===== config.mk =====
export PLATFORM = sky130hd
export DESIGN_NAME = freq_div_multi
export DESIGN_NICKNAME = d
export VERILOG_FILES = /design/src/rtl/freq_div_pkg.sv /design/src/rtl/freq_div_ch.sv /design/src/rtl/freq_div_multi.sv
export SDC_FILE = /design/constraint.sdc
export NUM_CORES = 1
export LEC_CHECK = 0
export ABC_AREA = 1
export BUFFER_PORTS_ARGS = -buffer_cell sky130_fd_sc_hd__buf_2
export CORE_UTILIZATION = 59
export DETAILED_ROUTE_END_ITERATION = 10
export PLACE_DENSITY_LB_ADDON = 0.25
export SLEW_MARGIN = 20
export SYNTH_ARGS = -nofsm -noshare
export SYNTH_HDL_FRONTEND = slang
export SYNTH_SLANG_ARGS = --single-unit

===== constraint.sdc =====
create_clock -name sys_clk -period 3.5 [get_ports sys_clk]
set_clock_uncertainty 0.05 [all_clocks]
set_input_delay 0.175 -clock sys_clk [delete_from_list [all_inputs] [get_ports sys_clk]]
set_output_delay 0.175 -clock sys_clk [all_outputs]
set_load 0.03 [all_outputs]

===== src/rtl/freq_div_pkg.sv =====
// Shared constants and helpers for the multi-channel clock divider.
// Rates assume a 50 MHz sys_clk.
package freq_div_pkg;

    localparam int unsigned CNT_W_DEF  = 25;
    localparam int unsigned SYS_CLK_HZ = 50_000_000;

    localparam logic [CNT_W_DEF-1:0] HALF_1HZ   = 25'd24999999;
    localparam logic [CNT_W_DEF-1:0] HALF_100HZ = 25'd249999;
    localparam logic [CNT_W_DEF-1:0] HALF_1KHZ  = 25'd24999;

    function automatic int unsigned half_for(input int unsigned freq_hz);
        return SYS_CLK_HZ / (2 * freq_hz) - 1;
    endfunction

endpackage


===== src/rtl/freq_div_ch.sv =====
// One divider channel: half-period counter, reprogrammable half_reg,
// enable/idle handling and a boundary output used to time config applies.
module freq_div_ch
    import freq_div_pkg::*;
#(
    parameter int unsigned      CNT_W    = CNT_W_DEF,
    parameter logic [CNT_W-1:0] DEF_HALF = '0
) (
    input  logic             clk_i,
    input  logic             rst_i,
    input  logic             en_i,
    input  logic             align_i,
    input  logic             apply_i,
    input  logic [CNT_W-1:0] half_i,
    output logic             tc_o,
    output logic             clk_o,
    output logic             tick_o
);

    logic [CNT_W-1:0] cnt_q, cnt_d;
    logic [CNT_W-1:0] half_q, half_d;
    logic             clk_q, clk_d;
    logic             tick_q, tick_d;
    logic             act_q, act_d;
    logic             term;
    logic             stop_now;

    assign term     = act_q && (cnt_q == half_q);
    // Disabling while low stops at once so no runt high pulse appears.
    assign stop_now = act_q && !en_i && !clk_q;
    assign tc_o     = !act_q || term || stop_now || align_i;

    always_comb begin
        cnt_d  = cnt_q;
        half_d = half_q;
        clk_d  = clk_q;
        tick_d = 1'b0;
        act_d  = act_q;
        if (!act_q) begin
            cnt_d = '0;
            clk_d = 1'b0;
            act_d = en_i;
        end else if (align_i) begin
            cnt_d = '0;
            clk_d = 1'b0;
            act_d = en_i;
        end else if (stop_now) begin
            cnt_d = '0;
            clk_d = 1'b0;
            act_d = 1'b0;
        end else if (term) begin
            cnt_d  = '0;
            clk_d  = !clk_q;
            tick_d = !clk_q;
            act_d  = en_i;
        end else begin
            cnt_d = cnt_q + CNT_W'(1);
        end
        if (apply_i) begin
            half_d = half_i;
        end
    end

    always_ff @(posedge clk_i) begin
        if (rst_i) begin
            cnt_q  <= '0;
            half_q <= DEF_HALF;
            clk_q  <= 1'b0;
            tick_q <= 1'b0;
            act_q  <= 1'b0;
        end else begin
            cnt_q  <= cnt_d;
            half_q <= half_d;
            clk_q  <= clk_d;
            tick_q <= tick_d;
            act_q  <= act_d;
        end
    end

    assign clk_o  = clk_q;
    assign tick_o = tick_q;

endmodule


===== src/rtl/freq_div_multi.sv =====
// N-channel programmable clock divider with a single-slot config port.
// Optional FREQ_DIV_SYNC_ALIGN_EN adds sync_align for phase alignment.
module freq_div_multi
    import freq_div_pkg::*;
#(
    parameter int unsigned      NUM_CH = 3,
    parameter int unsigned      CNT_W  = CNT_W_DEF,
    parameter int unsigned      CH_W   = (NUM_CH > 1) ? $clog2(NUM_CH) : 1,
    parameter logic [CNT_W-1:0] DEFAULT_HALF [NUM_CH] =
        '{HALF_1HZ, HALF_100HZ, HALF_1KHZ}
) (
    input  logic              sys_clk,
    input  logic              rst,
    input  logic [NUM_CH-1:0] ch_en,
`ifdef FREQ_DIV_SYNC_ALIGN_EN
    input  logic              sync_align,
`endif
    input  logic              cfg_valid,
    output logic              cfg_ready,
    input  logic [CH_W-1:0]   cfg_ch,
    input  logic [CNT_W-1:0]  cfg_half,
    output logic [NUM_CH-1:0] clk_out,
    output logic [NUM_CH-1:0] tick
);

    logic              pend_q, pend_d;
    logic [CH_W-1:0]   pch_q, pch_d;
    logic [CNT_W-1:0]  phalf_q, phalf_d;
    logic [NUM_CH-1:0] tc;
    logic [NUM_CH-1:0] apply;
    logic              ch_ok;
    logic              capture;
    logic              align;

`ifdef FREQ_DIV_SYNC_ALIGN_EN
    assign align = sync_align;
`else
    assign align = 1'b0;
`endif

    assign ch_ok   = {1'b0, cfg_ch} < (CH_W + 1)'(NUM_CH);
    assign capture = cfg_valid && !pend_q && ch_ok;

    always_comb begin
        pend_d  = pend_q;
        pch_d   = pch_q;
        phalf_d = phalf_q;
        if (capture) begin
            pend_d  = 1'b1;
            pch_d   = cfg_ch;
            phalf_d = cfg_half;
        end else if (|apply) begin
            pend_d = 1'b0;
        end
    end

    always_ff @(posedge sys_clk) begin
        if (rst) begin
            pend_q  <= 1'b0;
            pch_q   <= '0;
            phalf_q <= '0;
        end else begin
            pend_q  <= pend_d;
            pch_q   <= pch_d;
            phalf_q <= phalf_d;
        end
    end

    // Slot occupancy is itself a register, so cfg_ready is registered.
    assign cfg_ready = !pend_q;

    for (genvar i = 0; i < NUM_CH; i++) begin : g_ch
        assign apply[i] = pend_q && (pch_q == CH_W'(i)) && tc[i];

        freq_div_ch #(
            .CNT_W    (CNT_W),
            .DEF_HALF (DEFAULT_HALF[i])
        ) u_ch (
            .clk_i   (sys_clk),
            .rst_i   (rst),
            .en_i    (ch_en[i]),
            .align_i (align),
            .apply_i (apply[i]),
            .half_i  (phalf_q),
            .tc_o    (tc[i]),
            .clk_o   (clk_out[i]),
            .tick_o  (tick[i])
        );
    end

endmodule


== Word-level counts from Yosys, hierarchy flattened ==
Cells that the tools add are included.

* Bits of input ports: 33
* Register bits after elaboration: 187
* Output and inout bits: 7
* Word-level logic and storage cells: 89

* Add/sub/neg operators: 3
* Reductions and logical operators: 45
* Magnitude comparators: 1
* Multiplexer cells: 11
* Eq/ne operators: 5
* Bitwise gates (word level): 6

{| class="wikitable"
|+ Operators with widths
! kind !! number
|-
| 25-bit by 1-bit adder with 25-bit output (second input constant) || 3
|-
| 25-bit == test || 3
|-
| 4-bit OR reduction || 6
|-
| 1-bit logical AND || 17
|-
| 3-bit OR reduction || 4
|-
| 1-bit two-way mux || 11
|-
| 1-bit logical NOT || 10
|-
| 1-bit logical OR || 6
|-
| 1-bit inverter || 6
|-
| 2-bit by 1-bit == test with 1-bit output (second input constant) || 1
|-
| 2-bit == test (second input constant) || 1
|-
| 2-bit logical NOT || 1
|-
| 2-bit less-than comparator (second input constant) || 1
|-
| 2-bit nonzero test || 1
|}

== Depth between registers and ports, before layout ==
Gate-level depths: netlist of the first run.

* Depth in word-level cells: 8
* Mapped depth: 15
* Depth with buffers taken out: 14

== Cells and area by module ==
Synthesis of the first run repeated with hierarchy kept, for this count alone.

* Cells, all modules: 1,311
* Area, all modules: 8,999.9 um2

{| class="wikitable"
|+ By module, submodules not included
! module !! cells each !! instances !! area each (um2)
|-
| freq_div_ch (g_ch[0].u_ch ...) || 394 || 2 || 2,650.0
|-
| freq_div_ch (g_ch[1].u_ch) || 390 || 1 || 2,635.0
|-
| freq_div_multi || 133 || 1 || 1,064.8
|}

== Worst setup path before layout of the first run ==
OpenSTA, ideal clock, no wires.

* Kind: flip-flop to flip-flop
* Start point: register g_ch[0].u_ch.cnt_q[0]
* End point: register g_ch[0].u_ch.cnt_q[20]
* Required time: 3.334 ns
* Setup time: 0.116 ns
* Arrival: 1.557 ns
* Clock period less this slack: 1.723 ns
* Path slack: 1.777 ns
* Stages on the path, launching flop included: 13
* Cell sequence: dfxtp_1 ha_1 nand2_1 inv_1 nand2_2 nor2_2 nand2_2 nor4_4 nand2_1 nor2_1 nand3_1 nand2_1 a21oi_1

* Cells in the longest elaborated chain, start to end: 3
* Elaborated cells on any way between the ends: 4
* Classes of those cells: 1 x add/sub; 1 x eq/ne; 2 x reduce/logical

{| class="wikitable"
|+ Ends and longest elaborated chain
! element !! line !! source
|-
| start: declaration || freq_div_ch.sv:20 || <nowiki>logic [CNT_W-1:0] cnt_q, cnt_d;</nowiki>
|-
| start signal: assignment || freq_div_ch.sv:72 || <nowiki>cnt_q <= cnt_d;</nowiki>
|-
| branches (longest 3 deep; another with 25-bit by 1-bit adder with 25-bit output) || -- ||
|}

Parallel ways; which one is timed is not known.
A chain may end at the register's enable or synchronous reset.

== Final worst setup path of the first run ==
* Start point: register g_ch[1].u_ch.cnt_q[20]
* End point: register g_ch[1].u_ch.cnt_q[13]

* Cells in the longest elaborated chain, start to end: 3

{| class="wikitable"
|+ Ends and longest elaborated chain
! element !! line !! source
|-
| start: declaration || freq_div_ch.sv:20 ||
|-
| start signal: assignment || freq_div_ch.sv:72 ||
|-
| 25-bit == test || freq_div_ch.sv:28 || <nowiki>assign term = act_q && (cnt_q == half_q);</nowiki>
|-
| 1-bit logical AND || freq_div_ch.sv:28 ||
|-
| 4-bit OR reduction (no source line) || -- ||
|}

Every way passes these cells.

==> impl_metrics.csv, run 1 <==
group,metric,value,unit
outcome,run_status,"complete, no violations",
synthesis,synth-seq-area-share,43.5,%
die,die-area,15100,sq um
cts,cts_tree,"done",
synthesis,async_flop_share,0,%
power_and_ir_drop,peakVddDrop,0.377,mV
timing,holdWs,0.0133,ns
synthesis,synthesis.instances,1190,
job,maxCapViolCount,0,
synthesis,synth-edff-count,0,
synthesis,synth_seq_cells,187,
cts,cts.sinks,187,
worst_setup_path,crit_arrival,2.72,ns
timing,setup_tns,0,ns
global_routing,top_usage_layer,"met2",
final_layout,nets,1272,
detailed_routing,routed_wl,20600,microns
cts,cts_inserted_buffers,17,
global_routing,grt_util_met2,45.7,%
die,dieHeight,123,microns
global_routing,antenna_found_initial,1,
synthesis,syn_area,8600,sq um
global_routing,grt_pass1_vias,6787,
detailed_routing,avgRoutedWirePerCell,14.4,microns
die,pin_count,40,
timing,drv_slew,0,
worst_setup_path,startpoint_type,"flip-flop",
synthesis,synth_area_leaders,"dfxtp_1 44%, nand2_1 11%, nor2_1 9.3%",
timing,fmax,408,MHz
global_routing,grtUsageMet3,5.86,%
timing,maxSlewHeadroom,40.3,%
die,initial_utilization,61.2,%
worst_setup_path,setup.worst_path.end_class,"flip-flop",
power_and_ir_drop,seqPwrFrac,50.3,%
final_layout,final_cell_mix,"257 x nand2_1, 214 x nor2_1, 187 x dfxtp_1",
synthesis,synth_top_cell_area_share,43.5,%
final_layout,syn2layout_area_growth,12.5,%
global_routing,grt_usage,28.3,%
global_routing,grt_max_degree,91,
worst_setup_path,crit_type,"flip-flop to flip-flop",
synthesis,synth_area_per_cell,7.23,sq um
power_and_ir_drop,p_leak,3.77,nW
global_routing,grt_pass1_wl,32500,microns
timing,hold_viol,0,
power_and_ir_drop,p_int,3.46,mW
detailed_routing,first_pass_iters,5,
synthesis,yosysWarnings,0,
power_and_ir_drop,p_sw_share,24.0,%
detailed_routing,postRouteAntennaNets,0,
cts,insertion_delay,0.44,ns
cts,root_buffer,"clkbuf_16",
synthesis,ys.flop_type,"dfxtp_1",
placement,numPortBuffers,39,
detailed_routing,drc,0,
timing,post-route-period-util,70.1,%
global_routing,overflow,0,
power_and_ir_drop,netSwitchingPower,1.09,mW
worst_setup_path,worst-path-max-fanout,22,
synthesis,syn-num-nets,1226,
power_and_ir_drop,pwr-share-clk,42.9,%
power_and_ir_drop,cellPowerDensity,471,nW/um^2
global_routing,use_met1,37.7,%
synthesis,synth_cell_types,46,
timing,layout_min_cycle_time,2.45,ns
worst_setup_path,worstPathRequired,3.77,ns
timing,setup_viol,0,
placement,post-dp-hpwl,14400,microns
timing,rsz0062_at_grt,"no",
detailed_routing,drt_iter0_markers,561,
detailed_routing,avgViaCountPerCell,5.32,
cts,max-clock-path-buffers,2,
cts,htree_levels,4,
cts,cts-resized-gates,0,
placement,routabilityCongestion,0.904,
final_layout,layout_commonest_cell,"nand2_1",
power_and_ir_drop,combPwrFrac,6.8,%
synthesis,yosysTopAreaCell,"dfxtp_1",
die,die_width,123,microns
die,core_area,14000,sq um
die,num_rows,43,
timing,tightest_slew,0.894,ns
detailed_routing,vias,7609,
final_layout,drive_gt1_share,9.70,%
cts,cts_setup_buffers,0,
worst_hold_path,hold_path.class,"input port to flip-flop",
cts,clk_pin_slew_worst_paths,0.07,ns
## worst paths after layout
check                                                to  slack, ns  cells after the start               startpoint
worst min-delay path                             pend_q       0.01                      2                      rst
worst max register to register   g_ch[1].u_ch.cnt_q[13]       1.05                     12   g_ch[1].u_ch.cnt_q[20]
worst max-delay path             g_ch[1].u_ch.cnt_q[13]       1.05                     12   g_ch[1].u_ch.cnt_q[20]
worst min register to register  g_ch[0].u_ch.half_q[10]       0.42                      2  g_ch[0].u_ch.half_q[10]
## layer usage
metal / wire, microns / share of wire, %
met5: 0 / 0
met4: 335 / 1.6
met3: 1110 / 5.4
met2: 9780 / 48
met1: 9330 / 45
## worst max-delay path, cell delays in order, from the launching register on
cell	delay [ns]
dfxtp_1	0.34
inv_1	0.14
nand2_1	0.08
nand2_1	0.11
nand2_1	0.07
nor2_1	0.08
nand2_1	0.09
nor2_1	0.18
nand2_2	0.10
nand3_1	0.63
inv_1	0.26
o21ai_0	0.15
a21oi_1	0.06
## Yosys cell counts, drive strengths merged, types with 2 or more instances
library cell and number:
nand2 268, nor2 228, dfxtp 187, inv 120, o21ai 84, nand3 56
a21oi 42, xor2 33, xnor2 30, nor3 28, buf 25, clkbuf 18
nand4 14, o211ai 14, nor3b 11, nor4 8, or2 6, ha 3
a211oi 2, a31oi 2, and3 2, clkinv 2
## what timing repair did
item                       in CTS  in global routing
setup endpoints to repair       0                  0
hold buffers                   29                  0
hold endpoints to repair       27                  0
## final cells by class
type	count	area, sq um
repair buffers	70	500
clock buffers	22	484
diodes	1	2.50
fillers	1174	4370
multi-input cells	838	4150
clock inverters	9	111
flip-flops and latches	187	3740
inverters	122	460
well taps	180	225
## stage by stage
stage | setup WS (ns) | cells | utilization [%] | cell area [sq um] | total power [mW]
floorplan | 1.78 | 1190 | - | 8600 | 2.52
global placement | 1.18 | 1368 | 62.6 | 8780 | 2.60
detailed placement | 1.13 | 1368 | 62.6 | 8780 | 2.61
CTS | 1.10 | 1428 | 68.9 | 9670 | 4.57
global route | 0.814 | 1428 | 68.9 | 9670 | 4.70
finish | 1.05 | 1429 | 68.9 | 9670 | 4.55
## power by group through the flow
| stage | Combinational (mW) | Clock, mW | Sequential [mW] |
|---|---|---|---|
| after floorplan | 0.220 | 0 | 2.30 |
| after global placement | 0.270 | 0 | 2.33 |
| after detailed placement | 0.277 | 0 | 2.33 |
| after CTS | 0.304 | 1.98 | 2.29 |
| after global routing | 0.349 | 2.06 | 2.29 |
| final | 0.310 | 1.95 | 2.29 |
## registers in the layout, summed over array words and instances (netlist names)
name,flops
g_ch.u_ch.tick_o,3
g_ch.u_ch.act_q,3
pend_q,1
g_ch.u_ch.half_q,75
g_ch.u_ch.clk_o,3
phalf_q,25
pch_q,2
g_ch.u_ch.cnt_q,75
## kinds of logic after synthesis
kind of cell             count (synthesis)  synth area share (%)
XOR/XNOR                                63                  6.42
adder cells (fa/ha/maj)                  3                 0.436
AO/OA/AOI/OAI                          151                  9.53
buffers and inverters                  165                  8.28
flip-flops                             187                  43.5
AND/OR/NAND/NOR                        621                  31.8
Note: power is estimated with default switching activity, not from simulation.
==> run 2, diff against run 1 <==
clock period = 2.4 ns   (was 3.5 ns; I/O delays follow)
==> impl_metrics.csv, run 2 (synthesized netlist as in run 1, its figures left out) <==
group,metric,value,unit
detailed_routing,routed_wl,21000,microns
final_layout,design_area,9840,sq um
detailed_routing,vias,7622,
final_layout,nets,1285,
worst_setup_path,rr_worst_depth,15,
die,die_width,123,microns
cts,clk_pin_slew_worst_paths,0.07,ns
final_layout,regArea,3740,sq um
detailed_routing,first_pass_iters,6,
worst_setup_path,crit_slowest_cell,"dfxtp_1",
placement,routabilityCongestion,0.893,
global_routing,grt_max_degree,41,
timing,hold_viol,0,
worst_setup_path,crit_type,"flip-flop to flip-flop",
global_routing,grt_pass1_wl,33900,microns
worst_setup_path,startpoint_type,"flip-flop",
worst_setup_path,crit_top_cell,"nand2_1",
timing,setup_viol,0,
die,die-area,15100,sq um
global_routing,overflow,0,
placement,numPortBuffers,39,
cts,root_buffer,"clkbuf_16",
power_and_ir_drop,total_power,6.86,mW
cts,cts_inserted_buffers,17,
worst_setup_path,cpPeakStageDelay,0.35,ns
detailed_routing,postRouteAntennaNets,0,
die,num_rows,43,
timing,rsz0062_at_grt,"no",
timing,holdWs,0.268,ns
placement,post-dp-hpwl,14900,microns
cts,cts-resized-gates,0,
power_and_ir_drop,peakVddDrop,0.636,mV
final_layout,drive_gt1_share,10.4,%
worst_setup_path,setup.worst_path.end_class,"flip-flop",
job,maxCapViolCount,0,
cts,cts.sinks,187,
detailed_routing,avgRoutedWirePerCell,14.6,microns
final_layout,top_regs,"g_ch.u_ch.cnt_q (75), g_ch.u_ch.half_q (75), phalf_q (25)",
die,pin_count,40,
global_routing,grt_pass1_vias,7029,
placement,dpl_cell_area,8860,sq um
global_routing,grt_usage,29.6,%
timing,fmax,453,MHz
timing,drv_slew,0,
worst_setup_path,crit_arrival,2.48,ns
final_layout,multi_input_area,4150,sq um
timing,maxSlewHeadroom,51.0,%
cts,max-clock-path-buffers,2,
final_layout,postLayoutCoreUtil,70.1,%
placement,place_ws,0.288,ns
cts,cts_tree,"done",
die,dieHeight,123,microns
worst_hold_path,hold_path.class,"input port to flip-flop",
die,core_area,14000,sq um
detailed_routing,drt_iter0_markers,537,
die,initial_utilization,61.2,%
worst_hold_path,whs_path_depth,4,
worst_setup_path,path_cells,"inv_1 > nand2_1 > nand2_1 > nand2_1 > nor2_1 > nand2_1 > nor2_1 > nand2_2 > nand2_1 > nand2_2 > buf_4 > nand2_1 > nor2_1 > nor2_1 > nor2_1",
final_layout,layout_commonest_cell,"nand2_1",
worst_setup_path,worstPathRequired,2.67,ns
placement,dp_cells,1376,
timing,layout_min_cycle_time,2.21,ns
detailed_routing,avgViaCountPerCell,5.29,
power_and_ir_drop,p_leak,3.87,nW
global_routing,antenna_found_initial,0,
outcome,run_status,"complete, no violations",
power_and_ir_drop,cellPowerDensity,698,nW/um^2
timing,setup_slack,0.193,ns
cts,insertion_delay,0.44,ns
final_layout,final_cell_mix,"257 x nand2_1, 214 x nor2_1, 187 x dfxtp_1",
timing,tightest_slew,0.731,ns
final_layout,n_antenna_cell,0,
timing,setup_tns,0,ns
cts,htree_levels,4,
final_layout,layout.cells.non_filler,1442,
final_layout,syn2layout_area_growth,14.4,%
timing,post-route-period-util,92.0,%
detailed_routing,drc,0,
worst_setup_path,worst-path-max-fanout,17,
final_layout,fillers,1149,
-- run 2: area by class of cell --
class,instances,area share [%]
Inverter,122,4.68
Multi-Input combinational cell,838,42.1
Tap cell,180,2.29
Clock buffer,19,4.60
Sequential cell,187,38.0
Clock inverter,13,1.92
Timing Repair Buffer,83,6.33
-- run 2: critical path, delay by kind of cell, from the launching register on --
family | cells | cell delay [ns]
flip-flops | 1 | 0.35
AND/OR/NAND/NOR | 13 | 1.28
buffers and inverters | 2 | 0.40
-- run 2: repair_timing --
action	CTS	global route
hold buffers	34	0
buffers inserted	0	0
setup endpoints to repair	0	0
hold endpoints to repair	31	0
-- run 2: worst paths after layout --
check	from	endpoint	slack (ns)
min reg2reg	g_ch[2].u_ch.half_q[6]	g_ch[2].u_ch.half_q[6]	0.42
min	cfg_valid	pch_q[1]	0.27
max reg2reg	g_ch[1].u_ch.cnt_q[20]	pend_q	0.19
max	g_ch[1].u_ch.cnt_q[20]	pend_q	0.19
-- run 2: layer usage --
metal  part of all wire [%]  routed length [microns]  global-route usage [%]
met1                     44                     9240                    38.5
met2                     47                     9930                    49.0
met3                    6.2                     1310                    5.48
met4                    2.3                      493                    10.1
met5                      0                        0                       0
-- run 2: power by group --
group,switching [mW],internal [mW],leakage (nW),total [mW]
sequential,0.125,3.22,1.52,3.34
combinational,0.273,0.192,2.03,0.466
clock,1.25,1.81,0.315,3.06
total,1.65,5.22,3.87,6.86
==> run 3, diff against run 2 <==
RECOVER_POWER = 50   (was not set)
==> impl_metrics.csv, run 3 (synthesized netlist as in run 1, its figures left out) <==
group,metric,value,unit
cts,clk_pin_slew_worst_paths,0.07,ns
worst_setup_path,path_cells,"inv_1 > nand2_1 > nand2_1 > nand2_1 > nor2_1 > nand2_1 > nor2_1 > nand2_2 > nand2_1 > nand2_2 > buf_4 > nand2_1 > nor2_1 > nor2_1 > nor2_1",
cts,hold_buffers,34,
worst_hold_path,whs_path_depth,4,
final_layout,drive_gt1_share,9.03,%
cts,cts_tree,"done",
power_and_ir_drop,p_int,5.22,mW
outcome,run_status,"complete, no violations",
worst_setup_path,critPathTopFamily,"simple AND/OR/NAND/NOR gates",
timing,drv_slew,0,
die,dieHeight,123,microns
detailed_routing,drt_iter0_markers,537,
placement,routabilityCongestion,0.893,
power_and_ir_drop,p_sw_share,23.9,%
die,pin_count,40,
final_layout,n_antenna_cell,0,
detailed_routing,postRouteAntennaNets,0,
final_layout,layout.cells.non_filler,1442,
final_layout,layout_commonest_cell,"nand2_1",
die,die-area,15100,sq um
power_and_ir_drop,total_power,6.85,mW
timing,post-route-period-util,91.1,%
final_layout,top_regs,"g_ch.u_ch.cnt_q (75), g_ch.u_ch.half_q (75), phalf_q (25)",
timing,rsz0062_at_grt,"no",
detailed_routing,vias,7622,
power_and_ir_drop,seqPwrFrac,48.8,%
cts,insertion_delay,0.44,ns
cts,cts.sinks,187,
placement,numPortBuffers,39,
global_routing,grt_pass1_vias,7029,
power_and_ir_drop,netSwitchingPower,1.64,mW
power_and_ir_drop,peakVddDrop,0.629,mV
worst_hold_path,hold_path.class,"input port to flip-flop",
cts,cts_setup_buffers,0,
global_routing,grt_usage,29.6,%
die,initial_utilization,61.2,%
timing,fmax,457,MHz
placement,post-dp-hpwl,14900,microns
die,core_area,14000,sq um
cts,cts_inserted_buffers,17,
worst_setup_path,worst-path-max-fanout,17,
die,num_rows,43,
worst_hold_path,min_to,"pch_q[1]",
detailed_routing,first_pass_iters,6,
worst_setup_path,rr_worst_depth,15,
timing,maxSlewHeadroom,50.5,%
placement,dp_cells,1376,
worst_setup_path,crit_slowest_cell,"dfxtp_1",
worst_setup_path,cpPeakStageDelay,0.34,ns
job,maxCapViolCount,0,
worst_setup_path,r2r_end,"pend_q",
timing,hold_viol,0,
global_routing,overflow,0,
worst_setup_path,startpoint_type,"flip-flop",
final_layout,syn2layout_area_growth,13.9,%
cts,root_buffer,"clkbuf_16",
die,die_width,123,microns
timing,setup_viol,0,
global_routing,antenna_found_initial,0,
worst_setup_path,setup.worst_path.end_class,"flip-flop",
final_layout,nets,1285,
timing,setup_tns,0,ns
detailed_routing,avgRoutedWirePerCell,14.6,microns
power_and_ir_drop,cellPowerDensity,699,nW/um^2
timing,tightest_slew,0.738,ns
global_routing,grt_pass1_wl,33900,microns
worst_setup_path,crit_top_cell,"nand2_1",
detailed_routing,avgViaCountPerCell,5.29,
power_and_ir_drop,combPwrFrac,6.8,%
final_layout,regArea,3740,sq um
cts,htree_levels,4,
worst_setup_path,worst-path-buf-inv,2,
worst_setup_path,worstPathRequired,2.67,ns
worst_setup_path,crit_arrival,2.46,ns
timing,setup_slack,0.213,ns
cts,cts-resized-gates,0,
final_layout,multi_input_area,4120,sq um
detailed_routing,drc,0,
power_and_ir_drop,pwr-share-clk,44.5,%
worst_setup_path,crit_type,"flip-flop to flip-flop",
power_and_ir_drop,p_leak,3.83,nW
detailed_routing,routed_wl,21000,microns
placement,place_ws,0.288,ns
cts,max-clock-path-buffers,2,
timing,layout_min_cycle_time,2.19,ns
global_routing,grt_max_degree,41,
final_layout,fillers,1161,
worst_setup_path,regToRegStartpoint,"g_ch[1].u_ch.cnt_q[20]",
final_layout,final_cell_mix,"259 x nand2_1, 218 x nor2_1, 187 x dfxtp_1",
worst_setup_path,r2r_setup_slack,0.21,ns
worst_hold_path,min_from,"cfg_valid",
[run 3: cell count changes in the layout (fill, tap and decap cells not counted), sizes merged]
cell / before / now
clkbuf: 19 / 29
buf: 49 / 39
[run 3: power groups by stage]
stage,Clock (mW),Combinational (mW),Sequential [mW]
6_report,3.05,0.463,3.34
5_1_grt,3.19,0.524,3.35
4_1_cts,3.07,0.457,3.34
3_5_place_dp,0,0.410,3.41
3_3_place_gp,0,0.400,3.41
2_1_floorplan,0,0.321,3.35
[run 3: layout make-up]
class / count / share of cell area, %
clock buffer: 19 / 4.62
clock inverter: 13 / 1.93
inverter: 122 / 4.70
multi-input combinational: 838 / 42.1
sequential: 187 / 38.2
tap: 180 / 2.30
timing repair buffer: 83 / 6.18
[run 3: how the worst max path moves through the flow]
stage | start | to | slack [ns] | depth (start not counted)
2_1_floorplan | g_ch[0].u_ch.cnt_q[0] | g_ch[0].u_ch.cnt_q[20] | 0.68 | 12
3_3_place_gp | g_ch[1].u_ch.cnt_q[20] | g_ch[1].u_ch.half_q[23] | 0.26 | 13
3_5_place_dp | g_ch[1].u_ch.cnt_q[20] | g_ch[1].u_ch.half_q[23] | 0.29 | 13
4_1_cts | g_ch[1].u_ch.cnt_q[20] | pend_q | 0.23 | 15
5_1_grt | g_ch[1].u_ch.cnt_q[20] | pend_q | 0.03 | 15
6_report | g_ch[1].u_ch.cnt_q[20] | pend_q | 0.21 | 15
[run 3: per-layer routing]
layer  vias up  routed length (microns)  track usage, %
met2       202                    10000            49.0
met1      3499                     9530            38.5
met3        33                     1020            5.48
li1       3888                        -               -
met5         -                        0               0
met4         0                      402            10.1
[run 3: metrics by stage]
stage | hold WS (ns) | area [sq um] | utilization, %
after floorplan | 0.139 | 8600 | -
after global placement | 0.313 | 8860 | 63.1
after detailed placement | 0.331 | 8860 | 63.1
after CTS | 0.251 | 9840 | 70.1
after global routing | 0.289 | 9800 | 69.8
final | 0.277 | 9800 | 69.8
[run 3: tightest hold or removal path: cells and delay by family]
kind | cells | cell delay, ns
AO/OA/AOI/OAI | 1 | 0.16
buffers and inverters | 2 | 0.34
AND/OR/NAND/NOR | 1 | 0.10
